--- config.mk ---
export PLATFORM = sky130hd
export DESIGN_NAME = scpu_multicycle
export DESIGN_NICKNAME = d
export VERILOG_FILES = /design/src/rtl/scpu_multicycle.sv
export SDC_FILE = /design/constraint.sdc
export NUM_CORES = 1
export LEC_CHECK = 0
export CORE_ASPECT_RATIO = 1.75
export CORE_MARGIN = 2
export CORE_UTILIZATION = 25
export DETAILED_ROUTE_END_ITERATION = 10
export MAX_ROUTING_LAYER = met4
export PLACE_DENSITY = 0.41
export SLEW_MARGIN = 20
export SYNTH_ARGS = -nofsm -noshare
export SYNTH_HDL_FRONTEND = slang
export SYNTH_SLANG_ARGS = --single-unit
--- constraint.sdc ---
create_clock -name clk -period 8.9 [get_ports clk]
set_clock_uncertainty 0.2 [all_clocks]
set_input_delay 2.67 -clock clk [delete_from_list [all_inputs] [get_ports clk]]
set_output_delay 2.67 -clock clk [all_outputs]
set_load 0.005 [all_outputs]
--- src/rtl/scpu_multicycle.sv ---
// Multi-cycle sCPU core: host-loaded program RAM, FETCH/EXEC/WB sequencing,
// run / single-step / halt control and debug observation ports.
module scpu_multicycle #(
  parameter int DATA_W     = 8,
  parameter int NUM_REGS   = 4,
  parameter int PROG_DEPTH = 16,
  localparam int RW = $clog2(NUM_REGS),
  localparam int PW = $clog2(PROG_DEPTH)
) (
  input  logic              clk,
  input  logic              rst,
  input  logic              run,
  input  logic              step,
  input  logic              prog_we,
  input  logic [PW-1:0]     prog_addr,
  input  logic [15:0]       prog_data,
  input  logic [RW-1:0]     dbg_sel,
  output logic [DATA_W-1:0] dbg_data,
  output logic [PW-1:0]     pc_out,
  output logic [15:0]       instruction,
  output logic [DATA_W-1:0] alu_out,
  output logic [2:0]        state,
  output logic              busy,
  output logic              retire,
  output logic              halted,
  output logic              illegal
);

  typedef enum logic [2:0] {
    S_IDLE   = 3'd0,
    S_FETCH  = 3'd1,
    S_EXEC   = 3'd2,
    S_WB     = 3'd3,
    S_HALTED = 3'd4
  } state_t;

  localparam logic [3:0] OP_ADD  = 4'd1;
  localparam logic [3:0] OP_SUB  = 4'd2;
  localparam logic [3:0] OP_LI   = 4'd3;
  localparam logic [3:0] OP_BNE  = 4'd4;
  localparam logic [3:0] OP_BEQ  = 4'd5;
  localparam logic [3:0] OP_HALT = 4'd15;

  state_t              cur, nxt;
  logic [15:0]         mem [PROG_DEPTH];
  logic [DATA_W-1:0]   regs [NUM_REGS];
  logic [PW-1:0]       pc;
  logic [15:0]         ir;
  logic [DATA_W-1:0]   alu_q;
  logic                take_br;
  logic                step_pend;
  logic                illegal_q;

  logic [3:0]          op;
  logic [RW-1:0]       rd, rs1, rs2;
  logic [PW-1:0]       addr;
  logic [DATA_W-1:0]   result;
  logic                br_cond;
  logic                wr_en;
  logic                reserved;

  assign op       = ir[15:12];
  assign rd       = ir[8 +: RW];
  assign rs1      = ir[4 +: RW];
  assign rs2      = ir[0 +: RW];
  assign addr     = ir[PW-1:0];
  assign wr_en    = (op == OP_ADD) || (op == OP_SUB) || (op == OP_LI);
  assign reserved = (op >= 4'd6) && (op <= 4'd14);

  always_comb begin
    result  = '0;
    br_cond = 1'b0;
    case (op)
      OP_ADD:  result  = regs[rs1] + regs[rs2];
      OP_SUB:  result  = regs[rs1] - regs[rs2];
      OP_LI:   result  = DATA_W'(ir[7:0]);
      OP_BNE:  br_cond = (regs[rd] != regs[0]);
      OP_BEQ:  br_cond = (regs[rd] == regs[0]);
      default: ;
    endcase
  end

  always_ff @(posedge clk or posedge rst) begin
    if (rst) cur <= S_IDLE;
    else     cur <= nxt;
  end

  // A captured step forces the return to IDLE after WB even if run rises meanwhile.
  always_comb begin
    nxt = cur;
    case (cur)
      S_IDLE:   if (run || step) nxt = S_FETCH;
      S_FETCH:  nxt = S_EXEC;
      S_EXEC:   nxt = S_WB;
      S_WB: begin
        if (op == OP_HALT)          nxt = S_HALTED;
        else if (run && !step_pend) nxt = S_FETCH;
        else                        nxt = S_IDLE;
      end
      S_HALTED: nxt = S_HALTED;
      default:  nxt = S_IDLE;
    endcase
  end

  always_ff @(posedge clk or posedge rst) begin
    if (rst) begin
      pc        <= '0;
      ir        <= '0;
      alu_q     <= '0;
      take_br   <= 1'b0;
      step_pend <= 1'b0;
      illegal_q <= 1'b0;
      for (int unsigned i = 0; i < NUM_REGS; i++) regs[i] <= '0;
    end else begin
      case (cur)
        S_IDLE:  step_pend <= step && !run;
        S_FETCH: ir <= mem[pc];
        S_EXEC: begin
          alu_q   <= result;
          take_br <= br_cond;
        end
        S_WB: begin
          if (wr_en) regs[rd] <= alu_q;
          if (op != OP_HALT) pc <= take_br ? addr : pc + PW'(1);
          if (reserved) illegal_q <= 1'b1;
          step_pend <= 1'b0;
        end
        default: ;
      endcase
    end
  end

  // Program RAM has no reset so a loaded program survives rst.
  always_ff @(posedge clk) begin
    if (prog_we && (cur == S_IDLE || cur == S_HALTED)) mem[prog_addr] <= prog_data;
  end

  assign dbg_data    = regs[dbg_sel];
  assign pc_out      = pc;
  assign instruction = ir;
  assign alu_out     = alu_q;
  assign state       = cur;
  assign busy        = (cur == S_FETCH) || (cur == S_EXEC) || (cur == S_WB);
  assign retire      = (cur == S_WB);
  assign halted      = (cur == S_HALTED);
  assign illegal     = illegal_q;

endmodule
# Yosys cells after proc, flatten, opt, wreduce, memory -nomap -nowiden
# Memories as Yosys holds them, arrays and structs flattened. A register that Yosys moved wholly into a read port is not among the register bits.
# Cells that the tools add are included.
dict set report totals {
  memories 1
  mem_bits_rw 256
  input_bits 27
  output_inout_bits 43
  reg_bits 50
}
dict set report op_classes {
  mux 25
  n_addsub 3
  n_lt_le_gt_ge 7
  n_reduce_logical 18
  bitwise 4
  n_eq_ne 14
}
# name depth width read_ports rd_ports_with_merged_regs wr line
set mem_list {}
lappend mem_list {mem 16 16 1 1 1 45} ;# logic [15:0] mem [PROG_DEPTH];
# op n
set op_table {}
lappend op_table {{8-bit two-way mux} 9}
lappend op_table {{8-bit binary-select mux with 2-bit select} 4}
lappend op_table {{32-bit bitwise mux} 1}
lappend op_table {{8-bit case mux with 3 select lines} 1}
lappend op_table {{8-bit demux with 2-bit select} 1}
lappend op_table {{3-bit case mux with 5 select lines} 1}
lappend op_table {{3-bit greater-or-equal comparator (second input constant)} 4}
lappend op_table {{2-bit NOT with 3-bit output} 4}
lappend op_table {{8-bit adder} 1}
lappend op_table {{4-bit by 2-bit == test with 1-bit output (second input constant)} 2}
lappend op_table {{4-bit by 3-bit == test with 1-bit output (second input constant)} 2}
lappend op_table {{8-bit == test} 1}
lappend op_table {{8-bit inequality test} 1}
lappend op_table {{8-bit subtractor} 1}
lappend op_table {{3-bit by 2-bit == test with 1-bit output (second input constant)} 2}
lappend op_table {{1-bit logical OR} 6}
lappend op_table {{3-bit two-way mux} 2}
lappend op_table {{2-bit AND reduction} 3}
lappend op_table {{1-bit logical AND} 5}
lappend op_table {{4-bit by 1-bit adder with 4-bit output (second input constant)} 1}
lappend op_table {{4-bit by 1-bit == test with 1-bit output (second input constant)} 1}
lappend op_table {{4-bit == test (second input constant)} 1}
lappend op_table {{4-bit by 3-bit greater-or-equal comparator with 1-bit output (second input constant)} 1}
lappend op_table {{4-bit less-or-equal comparator (second input constant)} 1}
lappend op_table {{11 further kinds} 15}

# Logic depth before layout (Yosys ltp)
# Gate-level depths: netlist of the first run.
dict set report depth {
  word_depth 6
  depth_mapped 15
  mapped_depth_nobuf 14
}

# Least setup slack after synthesis of the first run
# OpenSTA, ideal clock, no wires.
dict set report synth_timing {
  path_kind {input to output}
  start {input port dbg_sel[0]}
  end {output port dbg_data[0]}
  t_arrival_ns 3.634
  stages 2
  n_path_buf 1
  path_slack_ns 2.396
  cell_sequence {clkbuf_1 -> mux4_2}
}
dict set report synth_between {
  elab_chain_len 4
}
# item line
set synth_rtl {}
lappend synth_rtl {{from (decl)} 17} ;# input logic [RW-1:0] dbg_sel,
lappend synth_rtl {{2-bit NOT with 3-bit output (not written as such)} 138} ;# assign dbg_data = regs[dbg_sel];
lappend synth_rtl {{8-bit binary-select mux with 2-bit select} 138}
lappend synth_rtl {{8-bit two-way mux (not written as such) (2 in series)} 138}
lappend synth_rtl {{to (decl)} 18} ;# output logic [DATA_W-1:0] dbg_data,
# No other way between the ends. The select of a mux whose other input is x is not followed.

# Worst setup path in the final report of the first run
dict set report layout_timing {
  start {input port dbg_sel[0]}
  end {output port dbg_data[5]}
}
# The elaborated chain is that of the path after synthesis.

==> results list, run 1 <==
- Post-Place Worst Slack: 1.32 ns
* Post-CTS sizing: 0
* Max transition margin: 32.1%
- Gp weighted congestion: 0.830
- In the synthesized netlist the async set-or-reset flop fraction comes to 20.5%.
- Post-DR vias/cell: 4.68
* Share of the yosys chip area belonging to registers: 67.8%
* Setup-violating endpoint count in the final report: 0
* Port buffer count: 69
* Final routed wirelength across all metal layers: 37,600 um
- In this run the critical register-to-register path is captured at alu_out[7].
* Largest fanout on the critical path: 8
- After detailed routing, the number of remaining DRC violations is 0.
* Post-layout utilization of the core: 30.2%
- Cells with a size suffix above 1 make up 28.7% of the layout.
- The total overflow left after global routing is 0.
- Length in cells of the worst reg-to-reg path: 14
* Startpoint-to-endpoint class of the critical path: input pin to primary output
- For the worst setup path, the data arrival time is 4.66 ns.
- Max-cap violations in this run came to 0.
- By instance count, the cell type seen most on the critical path is clkdlybuf4s50_1.
* Final period utilization: 84.6%
- Inserted Clock Buffers: 34
- In the synthesized netlist the dominant register cell turns out to be edfxtp_1.
- Mapped Cells: 745
- Width of the chip: 181 um
* Mean Syn Cell Area: 18.5 um^2
- Initial core utilization: 25.3%
* Wire length of the first global-routing pass: 55,500 um
* Number of rows created at floorplan: 113
* Static power due to leakage: 5.42 nW
- Worst setup path end: dbg_data[5]
* Number of max-slew violations in the final report: 0
* RR Startpoint: instruction[0]
- Core ar.: 0.0544 mm^2
- H-tree lvl count: 2
- Vertical extent of the die: 315 um
- The pre-antenna-repair detailed-routing pass consisted of 4 iterations.
- Path category of the worst min-delay check: flip-flop to flip-flop
- Leading post-synthesis cells by cell area: edfxtp_1 (56%), mux4_2 (17%), dfrtp_1 (12%), mux2_2 (3.5%), nor2_1 (1.1%)
- The detail route stage leaves a number of antenna-violating nets equal to 0.
- Setup repair after global routing left no endpoint under its margin.
- Summing internal, switching and leakage power gives 5.52 mW.
- Global-route usage over all layers: 13.8%
- Entering global routing, the biggest net connects 67 pins.
- Number of antenna violations at the first check in global routing: 3
- Crit. End Element: primary output
* Status: finished, final reports clean
* Power per cell area: 336 mW/mm^2
- WL per Instance: 24.2 um
- Synthesized flop and latch total: 322
- Origin of the worst setup path: dbg_sel[0]
- Hold Violations, Final: 0
- Distinct cell type count after synthesis: 53
- VDD sags by at most 0.000112 V.
- The die covers 0.0571 mm^2.
- Clock root buffer: clkbuf_16
- Slowest stage cell, crit path: clkdlybuf4s50_1
* DP Wirelength: 24,100 um
- Of the post-synthesis cell area, the dominant cell type holds 55.8%.
* Total via count after detailed routing: 7,261
- The routed design could run at a clock period as short as 7.53 ns.
* Slowest cell delay on critical path: 0.92 ns
- Max Clock Freq: 0.133 GHz
* Count of hold-fix buffers inserted at cts: 0
- Final setup TNS: 0 ns
- Library cell occupying the most area in the post-synthesis netlist: edfxtp_1
- The area growth from synthesis to layout is 19.3%.
- Pin slew with the least headroom to its limit: 1.01 ns
* Iter 0 DRT Violations: 441
* Number of warnings issued by yosys: 0
- After clock tree synthesis, the clock-pin slew on the worst setup and hold paths is 0.06 ns.
* Series of cell instances along the critical path: clkdlybuf4s50_1 > mux4_2 > clkdlybuf4s50_1
- For the worst setup path, the data required time is 6.03 ns.
* Register-to-register setup slack: 4.69 ns
- Number of nets in the layout: 874
- IO Pins: 70
- Vias in the first global route: 7,892
- Clock tree synthesis found a total of 322 sinks.
- Clock tree from TritonCTS: done
* Type of origin of the critical path: input pin
- Post-CTS Repair Setup Buffers: 0
- CTS Buffer Depth: 3
- Area of the mapped netlist: 0.0138 mm^2
* Net count after synthesis: 782
- For the worst-skew pair, the clock arrives at the later sink with an insertion delay of 0.52 ns.
- Count of flip-flops with a built-in enable after synthesis: 256
- The worst path meets setup with 1.37 ns of slack.
-- Yosys cell counts, drive strengths merged, types with 3 or more instances --
cell    count
edfxtp    256
nand2      33
mux2       48
ha          9
a32oi       4
o21ai      21
nand3       3
nor2b       6
nor3        9
a21oi      23
mux4      104
xor2        5
nand2b      3
nand4       3
nor2       39
a22oi       4
buf        19
dfrtp      66
nor4        3
a22o        3
nor3b       3
inv        17
o22ai       3
a221oi      5
xnor2       7
or3         4
clkbuf     21
-- worst max-delay path: cells and delay by family --
family / cells / cell delay, ns
buffers and inverters: 2 / 1.38
multiplexers: 1 / 0.59
-- logic make-up after synthesis --
logic type / share of synthesized area [%]
adder cells (fa/ha/maj): 0.962
AO/OA/AOI/OAI: 3.45
buffers and inverters: 2.00
AND/OR/NAND/NOR: 4.01
flip-flops: 67.8
XOR/XNOR: 0.763
multiplexers: 21.1
-- report_power, final --
part	internal, mW	switching, mW	total, mW
clock	0.776	0.587	1.36
sequential	1.78	0.327	2.11
combinational	1.09	0.962	2.05
-- per-layer routing --
layer | up-vias | track usage, % | part of all wire [%]
li1 | 3195 | - | -
met4 | 0 | 4.56 | 2.6
met3 | 55 | 2.05 | 4.0
met1 | 3855 | 15.3 | 38
met2 | 156 | 25.3 | 55
met5 | - | - | 0
-- sequential cells by signal (all words and copies together) (netlist names) --
register,count
step_pend,1
pc_out,4
illegal,1
alu_out,8
instruction,16
state,3
mem,256
regs,32
take_br,1
-- per-stage QoR --
stage          instance area, um^2  cells  hold WS [ns]
2_1_floorplan                13800    745         0.268
4_1_cts                      16400   1550         0.314
3_3_place_gp                 15400   1491         0.298
6_report                     16400   1552         0.306
5_1_grt                      16400   1552         0.347
3_5_place_dp                 15400   1491         0.300
-- worst min path at each step --
| stage | cells past startpoint | endpoint | slack, ns | start |
|---|---|---|---|---|
| floorplan | 1 | illegal | 0.27 | illegal |
| global placement | 1 | instruction[11] | 0.30 | instruction[11] |
| detailed placement | 1 | instruction[11] | 0.30 | instruction[11] |
| CTS | 1 | instruction[11] | 0.31 | instruction[11] |
| global route | 1 | instruction[10] | 0.35 | instruction[10] |
| finish | 1 | instruction[11] | 0.31 | instruction[11] |
-- area by class of cell --
cell class | count | area, um^2
Clock inverter | 19 | 144
Clock buffer | 40 | 895
Sequential cell | 322 | 9340
Multi-Input combinational cell | 366 | 4230
Fill cell | 5319 | 38000
Tap cell | 690 | 863
Antenna cell | 2 | 5.00
Inverter | 17 | 63.8
Timing Repair Buffer | 96 | 893
-- cells in the final DEF, fill, tap and decap left out, types with 9 or more instances in the layout --
master / Yosys / layout
a21oi_1: 23 / 23
buf_4: 0 / 27
clkbuf_16: 0 / 35
clkdlybuf4s50_1: 0 / 69
dfrtp_1: 66 / 64
edfxtp_1: 256 / 256
ha_1: 9 / 9
inv_1: 17 / 16
mux2_2: 43 / 43
mux4_2: 104 / 104
nand2_1: 33 / 33
nor2_1: 39 / 26
nor2_2: 0 / 13
o21ai_0: 21 / 21
Note: power is estimated with default switching activity, not from simulation.
==> run 2: changes to the inputs <==
Settings changed: PLACE_DENSITY 0.41 to 0.42.
Clock period 8.9 ns to 6.3 ns, I/O delays scaled along.
==> run 2 against run 1 <==
Die area did not move. Worst hold slack improved by 0.0053 ns. Critical path depth rose by 1. Largest power group unchanged.
==> results list, run 2 (synthesis results as in run 1) <==
- Post-CTS sizing: 0 (unchanged)
- The area growth from synthesis to layout is 20.0%.
- The number of post-CTS setup repair buffers is 0 (unchanged).
- Crit. End Element: primary output
- The initial antenna violation count is 1 (-2).
* Final setup TNS: 0 ns (unchanged)
* Slowest stage cell, crit path: mux4_2
- The global placer's final weighted congestion is 0.858 (+3.4%).
* Total via count after detailed routing: 7,339 (+1.1%)
- Based on the critical path, the design can be clocked at up to 0.176 GHz.
- The number of DRC violations after detailed routing was 0 (unchanged).
- The clock net sink count came to 322 (unchanged).
* Clock tree from TritonCTS: done
- The fraction of layout cells with a size suffix above 1 was 28.7% (about the same).
- The all-layer global routing usage came to 13.7% (-0.11 points).
- Met2 Wirelength: 20,700 um (+0.15%)
- Pin slew with the least headroom to its limit: 1.14 ns (+0.125 ns)
* Core ar.: 0.0544 mm^2 (unchanged)
* Status: finished, final reports clean
- Setup repair after global routing left no endpoint under its margin.
* Clock slew at reported path FFs: 0.06 ns (about the same)
* Final routed wirelength across all metal layers: 37,400 um (-0.48%)
- Type of origin of the critical path: input pin
- Largest vdd supply drop: 0.000188 V (+68%)
* Vertical extent of the die: 315 um (unchanged)
- DP Wirelength: 24,100 um (about the same)
* Path category of the worst min-delay check: flip-flop to flip-flop
- The number of max-slew violations in the final report was 0 (unchanged).
* Inserted Clock Buffers: 35 (+2.9%)
- The routed length per placed instance is 24.1 um (-0.67%).
* Final period utilization: 90.0%
* Hold Violations, Final: 0 (unchanged)
- Vias in the first global route: 7,999 (+1.4%)
- Iter 0 DRT Violations: 429 (-2.7%)
- The highest metal layer carrying signal wires in the routed design is met4.
* Width of the chip: 181 um (unchanged)
- The number of buffers inserted by port buffering was 69 (unchanged).
- GRT overflow: 0 (unchanged)
- The static leakage is 5.47 nW (+0.79%).
* Clock root buffer: clkbuf_16
- Post-detailed-route count of antenna-violating nets: 0 (unchanged)
* Largest fanout on the critical path: 8 (unchanged)
* Number of nets in the layout: 876 (+0.23%)
* Post-layout minimum cycle time: 5.67 ns
* Die Outline Area: 0.0571 mm^2 (unchanged)
- The instance count after placement with tap cells included came to 1,492 (+0.067%).
- The average via count per standard cell was 4.72 (+0.88%).
- Detailed-router iteration count before antenna repair: 4 (unchanged)
- Startpoint-to-endpoint class of the critical path: input pin to primary output
* Most used cells in the layout excluding fill and tap cells: edfxtp_1 (256), mux4_2 (104), clkdlybuf4s50_1 (69), dfrtp_1 (64), mux2_2 (43)
* Wire length on met3: 1360 um (-11%)
- The standard-cell row count was 113 (unchanged).
* Number of violations of the max-capacitance limit: 0 (unchanged)
* Post-layout instance count excluding filler cells: 1,555 (+0.19%)
* Initial core utilization: 25.3% (unchanged)
- H-tree lvl count: 2 (unchanged)
- Traced cell by cell, the critical path runs through clkdlybuf4s50_1 > buf_4 > mux4_2 > clkdlybuf4s50_1.
* PnR Total Power: 7.93 mW (+44%)
* Metal1 wirelength: 14,500 um (+0.70%)
- Count of hold-fix buffers inserted at cts: 0 (unchanged)
- Required arrival time at the worst endpoint: 4.21 ns (-1.82 ns)
- The wire length of the first global-routing pass was 55,100 um (-0.73%).
- The library cell used most frequently in the layout, excluding fill and tap cells, is edfxtp_1.
* Arrival time at the worst endpoint: 3.58 ns (-1.08 ns)
- CTS Buffer Depth: 3 (unchanged)
- Ranked by flip-flop count, first place goes to mem.
- The delay of the slowest cell on the worst path is 0.52 ns (-0.40 ns).
* Setup-violating endpoint count in the final report: 0 (unchanged)
- The pin count of the biggest net entering global routing is 68 (+1.5%).
- Max transition margin: 23.8% (-8.3 points)
* Cell repeated most along the worst path: clkdlybuf4s50_1
- IO Pins: 70 (unchanged)
- Clock insertion delay at the later pin of the skew report: 0.53 ns (about the same)
* Number of flip-flops under the largest register name: 256 (unchanged)
* Power per cell area: 479 mW/mm^2 (+43%)
==> run 2: power breakdown <==
part,switching (mW),internal [mW]
registers,0.444,2.51
logic,1.37,1.53
clock network,0.855,1.21
==> run 2: through the flow <==
step	setup WS, ns	area, um^2	hold WS, ns	utilization, %
5_1_grt	0.570	16500	0.342	30.4
4_1_cts	0.591	16500	0.314	30.4
3_5_place_dp	0.593	15400	0.300	28.3
2_1_floorplan	1.36	13800	0.268	-
6_report	0.629	16500	0.311	30.4
3_3_place_gp	0.600	15400	0.316	28.3
==> run 2: final cells by class <==
class	instances	area, um^2
clock inverter	20	209
inverter	17	63.8
antenna	1	2.50
timing repair buffer	97	901
clock buffer	42	923
tap	690	863
fill	5289	37900
sequential	322	9340
multi-input combinational	366	4230
==> run 2: path summary, 6_finish.rpt <==
check | from | endpoint | slack (ns) | cells past startpoint
setup / recovery | dbg_sel[0] | dbg_data[5] | 0.63 | 4
hold / removal | instruction[10] | instruction[10] | 0.31 | 1
setup reg to reg | instruction[1] | alu_out[7] | 2.21 | 14
hold reg to reg | instruction[10] | instruction[10] | 0.31 | 1
max in group asynchronous | rst | alu_out[1] | 3.52 | 3
min in group asynchronous | rst | regs[22] | 1.61 | 2
==> run 2: per-layer routing <==
layer  track usage [%]  vias up
met5                 -        -
met1              15.4     3917
met2              25.1      178
met4              4.03        0
li1                  -     3198
met3              1.91       46
==> run 2: critical path, delay by kind of cell <==
kind     cells  cell delay (ns)
buf+inv      3             1.16
mux          1             0.52
==> run 3: changes to the inputs <==
Settings changed: CAP_MARGIN set to 20, GPL_ROUTABILITY_DRIVEN set to 0.
==> results of run 3 <==
The final DEF is identical to that of run 2; final timing and power are the same.
==> RTL change 1 (config.mk and constraints of run 3) <==
Add an input register stage for `run`, `step`, `prog_we`, `prog_addr`, `prog_data` and `dbg_sel`; this delays them by one clock.
--- a/src/rtl/scpu_multicycle.sv
+++ b/src/rtl/scpu_multicycle.sv
@@ -40,6 +40,22 @@
   localparam logic [3:0] OP_BNE  = 4'd4;
   localparam logic [3:0] OP_BEQ  = 4'd5;
   localparam logic [3:0] OP_HALT = 4'd15;
+
+  logic run_q;
+  logic step_q;
+  logic prog_we_q;
+  logic [PW-1:0] prog_addr_q;
+  logic [15:0] prog_data_q;
+  logic [RW-1:0] dbg_sel_q;
+
+  always_ff @(posedge clk) begin
+    run_q       <= run;
+    step_q      <= step;
+    prog_we_q   <= prog_we;
+    prog_addr_q <= prog_addr;
+    prog_data_q <= prog_data;
+    dbg_sel_q   <= dbg_sel;
+  end
 
   state_t              cur, nxt;
   logic [15:0]         mem [PROG_DEPTH];
@@ -89,12 +105,12 @@
   always_comb begin
     nxt = cur;
     case (cur)
-      S_IDLE:   if (run || step) nxt = S_FETCH;
+      S_IDLE:   if (run_q || step_q) nxt = S_FETCH;
       S_FETCH:  nxt = S_EXEC;
       S_EXEC:   nxt = S_WB;
       S_WB: begin
         if (op == OP_HALT)          nxt = S_HALTED;
-        else if (run && !step_pend) nxt = S_FETCH;
+        else if (run_q && !step_pend) nxt = S_FETCH;
         else                        nxt = S_IDLE;
       end
       S_HALTED: nxt = S_HALTED;
@@ -113,7 +129,7 @@
       for (int unsigned i = 0; i < NUM_REGS; i++) regs[i] <= '0;
     end else begin
       case (cur)
-        S_IDLE:  step_pend <= step && !run;
+        S_IDLE:  step_pend <= step_q && !run_q;
         S_FETCH: ir <= mem[pc];
         S_EXEC: begin
           alu_q   <= result;
@@ -132,10 +148,10 @@
 
   // Program RAM has no reset so a loaded program survives rst.
   always_ff @(posedge clk) begin
-    if (prog_we && (cur == S_IDLE || cur == S_HALTED)) mem[prog_addr] <= prog_data;
+    if (prog_we_q && (cur == S_IDLE || cur == S_HALTED)) mem[prog_addr_q] <= prog_data_q;
   end
 
-  assign dbg_data    = regs[dbg_sel];
+  assign dbg_data    = regs[dbg_sel_q];
   assign pc_out      = pc;
   assign instruction = ir;
   assign alu_out     = alu_q;
Behaviour: not the same (Yosys sat finds a counterexample within 4 cycles, from zero or initial values and one cycle with rst high).
==> RTL change 1 against run 3 <==
  * Count of clock-buffer cells in the layout shrank 1
  * Cell area grew 3.1%
  * Non-clock buffer count is 10 lower
  * Total power down 1.3%
  * Largest power group unchanged
  * Sequential cell count increased by 25
  * Global-route usage hardly changed
  * Synthesized cell count fell by 1.5%
  * Highest routed layer unchanged
  * Setup slack improved by 1.3 ns
  * Routed wire length up 1.6%
  * Sequential power is 4% higher
  * Utilization barely moved
  * Critical path type is now reg2out
  * Worst hold slack got worse by 0.013 ns
  * Area after synthesis is 2.9% higher
==> RTL change 1: results (changes against run 3) <==
HPWL Detailed -> 24500 um (was 24100 um)
met2 usage -> 0.262 (was 0.251)
register-to-register setup slack -> 2.30 ns (was 2.21 ns)
Seq/Total Area, Yosys -> 0.694 (was 0.678)
metal3 WL -> 1280 um (was 1360 um)
Hold Path Sink -> illegal (was instruction[10])
leakage power total -> 5.71 nW (was 5.47 nW)
initial drt markers -> 404 (was 429)
placed instance area -> 15800 um^2 (was 15400 um^2)
layout cell share with drive strength beyond 1 -> 0.272 (was 0.287)
maximum VDD drop -> 0.202 mV (was 0.188 mV)
layout net count -> 859 (was 876)
met1 GRT Util -> 0.144 (was 0.154)
critical path's largest stage delay -> 0.75 ns (was 0.52 ns)
M3 GR Usage -> 0.0179 (was 0.0191)
R2R cell count -> 12 (was 14)
largest net degree at the start of global routing -> 41 (was 68)
WL met1 -> 13900 um (was 14500 um)
Antenna diodes -> 0 (was 1)
vias in the first global route -> 7952 (was 7999)
number of CTS-inserted buffers -> 37 (was 35)
crit-path leading delay family -> flip-flops (was buffers and inverters)
top cell types by occurrence after synthesis -> edfxtp_1 (256), mux4_2 (101), dfrtp_1 (66), mux2_1 (37), nor2_1 (28) (was edfxtp_1 (256), mux4_2 (104), dfrtp_1 (66), mux2_2 (43), nor2_1 (39))
r2r startpoint -> instruction[0] (was instruction[1])
Post-synth ARST share -> 0.190 (was 0.205)
antenna violations before repair -> 0 (was 1)
vias -> 7211 (was 7339)
hold_sp -> illegal (was instruction[10])
worst slew pin tran -> 1.00 ns (was 1.14 ns)
Worst-Skew Late Latency -> 0.54 ns
status -> completed (unchanged)
RTL change 1: cell count changes after synthesis, sizes merged, moves of 4 or more:
cell	run 3	this run
a221oi	5	0
a22oi	4	18
mux2	48	56
a21oi	23	12
dfxtp	0	25
buf	19	14
inv	17	9
nand2	33	26
nor2	39	28
xor2	5	9
RTL change 1: cell type report:
| type | count | area (um^2) |
|---|---|---|
| Clock buffer | 41 | 941 |
| Clock inverter | 26 | 280 |
| Fill cell | 5494 | 39100 |
| Inverter | 9 | 33.8 |
| Multi-Input combinational cell | 340 | 4240 |
| Sequential cell | 347 | 9840 |
| Tap cell | 702 | 878 |
| Timing Repair Buffer | 87 | 826 |
RTL change 1: worst max path at each step:
stage,startpoint,to,cells after the start
finish,dbg_sel_q[0],dbg_data[2],2
floorplan,rst,alu_out[0],1
detailed placement,instruction[0],alu_out[7],12
global route,dbg_sel_q[0],dbg_data[6],2
global placement,instruction[0],alu_out[7],12
CTS,dbg_sel_q[0],dbg_data[5],2
RTL change 1: cell families after synthesis:
group,count (synthesis),synth area share
DFF,347,0.694
adders and majority gates,10,0.00935
buffers and inverters,47,0.0135
AOI/OAI and AO/OA,67,0.0315
xor gates and xnor gates,14,0.00971
and+or+nand+nor,86,0.0295
muxes,163,0.213
RTL change 1: stage by stage:
step,instances,util,setup slack [ns]
after global routing,1552,0.304,1.77
after global placement,1485,0.282,2.37
after detailed placement,1485,0.282,2.31
after CTS,1552,0.304,1.80
after floorplan,734,-,2.56
final,1552,0.304,1.89
RTL change 1: report_power, final:
part	internal (mW)	switching (mW)	leakage, nW
logic	1.38	1.14	1.74
clock network	1.29	0.934	0.599
registers	2.64	0.442	3.37
==> RTL change 2 (flow settings as in run 3) <==
Without the edit above. Set the parameter `PROG_DEPTH` to 32 (it was 16).
--- a/src/rtl/scpu_multicycle.sv
+++ b/src/rtl/scpu_multicycle.sv
@@ -3,7 +3,7 @@
 module scpu_multicycle #(
   parameter int DATA_W     = 8,
   parameter int NUM_REGS   = 4,
-  parameter int PROG_DEPTH = 16,
+  parameter int PROG_DEPTH = 32,
   localparam int RW = $clog2(NUM_REGS),
   localparam int PW = $clog2(PROG_DEPTH)
 ) (
Ports: changed (resized pc_out and prog_addr); port bits go from 70 to 72. The function was not compared with the original's and may differ.
==> RTL change 2 against run 3 <==
  * Setup slack better by 0.026 ns
  * Sequential share of layout area grew 5.1 points
  * Worst hold slack got worse by 0.024 ns
  * Total power rose by 51%
  * Final cell count increased by 60%
  * Critical path type unchanged
  * Sequential cell count increased by 257
  * Area after synthesis grew 71%
  * Routed wire length is 57% higher
  * Cell area is 67% higher
==> RTL change 2: results (changes against run 3) <==
cells after synthesis -> 1128 (was 745)
placed instance area -> 25900 um^2 (was 15400 um^2)
leakage power total -> 8.74 nW (was 5.47 nW)
WHS Path Cells -> 2 (was 1)
layout net count -> 1274 (was 876)
status -> completed (unchanged)
top cell types by occurrence after synthesis -> edfxtp_1 (512), mux4_2 (178), nor2_1 (72), dfrtp_1 (67), clkbuf_1 (43) (was edfxtp_1 (256), mux4_2 (104), dfrtp_1 (66), mux2_2 (43), nor2_1 (39))
Syn Nets -> 1166 (was 782)
Synth Area in Compound Gates -> 0.0221 (was 0.0345)
port bufs -> 71 (was 69)
initial drt markers -> 669 (was 429)
antenna violations before repair -> 0 (was 1)
register-to-register setup slack -> 2.02 ns (was 2.21 ns)
largest net degree at the start of global routing -> 66 (was 68)
worst slew pin tran -> 1.08 ns (was 1.14 ns)
Post-synth EDFFs -> 512 (was 256)
Hold Path Sink -> illegal (was instruction[10])
combinational power share -> 0.309 (was 0.366)
Post-Synth Adder-Cell Area -> 0.00563 (was 0.00962)
# fillers -> 9040 (was 5289)
fin worst setup slack -> 0.655 ns (was 0.629 ns)
Cell Count Post-Placement -> 2378 (was 1492)
Antenna diodes -> 0 (was 1)
first-pass GRT wire length -> 86800 um (was 55100 um)
Int Pwr -> 8.21 mW (was 5.26 mW)
Seq/Total Area, Yosys -> 0.724 (was 0.678)
post-place setup slack -> 0.648 ns (was 0.593 ns)
maximum VDD drop -> 0.249 mV (was 0.188 mV)
total wire length -> 58700 um (was 37400 um)
hold_sp -> illegal (was instruction[10])
total track usage -> 0.127 (was 0.137)
XOR/XNOR Fraction of Synth Area -> 0.00521 (was 0.00763)
## RTL change 2: per-layer routing
layer	GRT usage	up-vias	share of wire
li1	-	4912	-
met2	0.233	180	0.56
met5	-	-	0
met4	0.0349	0	0.022
met3	0.0179	79	0.030
met1	0.143	6050	0.39
## RTL change 2: power groups by stage
stage	clock network [mW]	registers (mW)	logic [mW]
floorplan	0	4.61	2.80
global placement	0	5.02	3.78
detailed placement	0	5.02	3.80
CTS	3.45	4.94	3.81
global route	3.58	4.99	4.03
finish	3.34	4.92	3.69
## RTL change 2: final cells by class
| type | instances | area (um^2) | share of cell area |
|---|---|---|---|
| clock buffers | 70 | 1500 | 0.0541 |
| clock inverters | 33 | 297 | 0.0107 |
| inverters | 10 | 37.5 | 0.00136 |
| multi-input cells | 477 | 6280 | 0.227 |
| flip-flops and latches | 579 | 17100 | 0.617 |
| well taps | 1200 | 1500 | 0.0543 |
| repair buffers | 112 | 993 | 0.0359 |
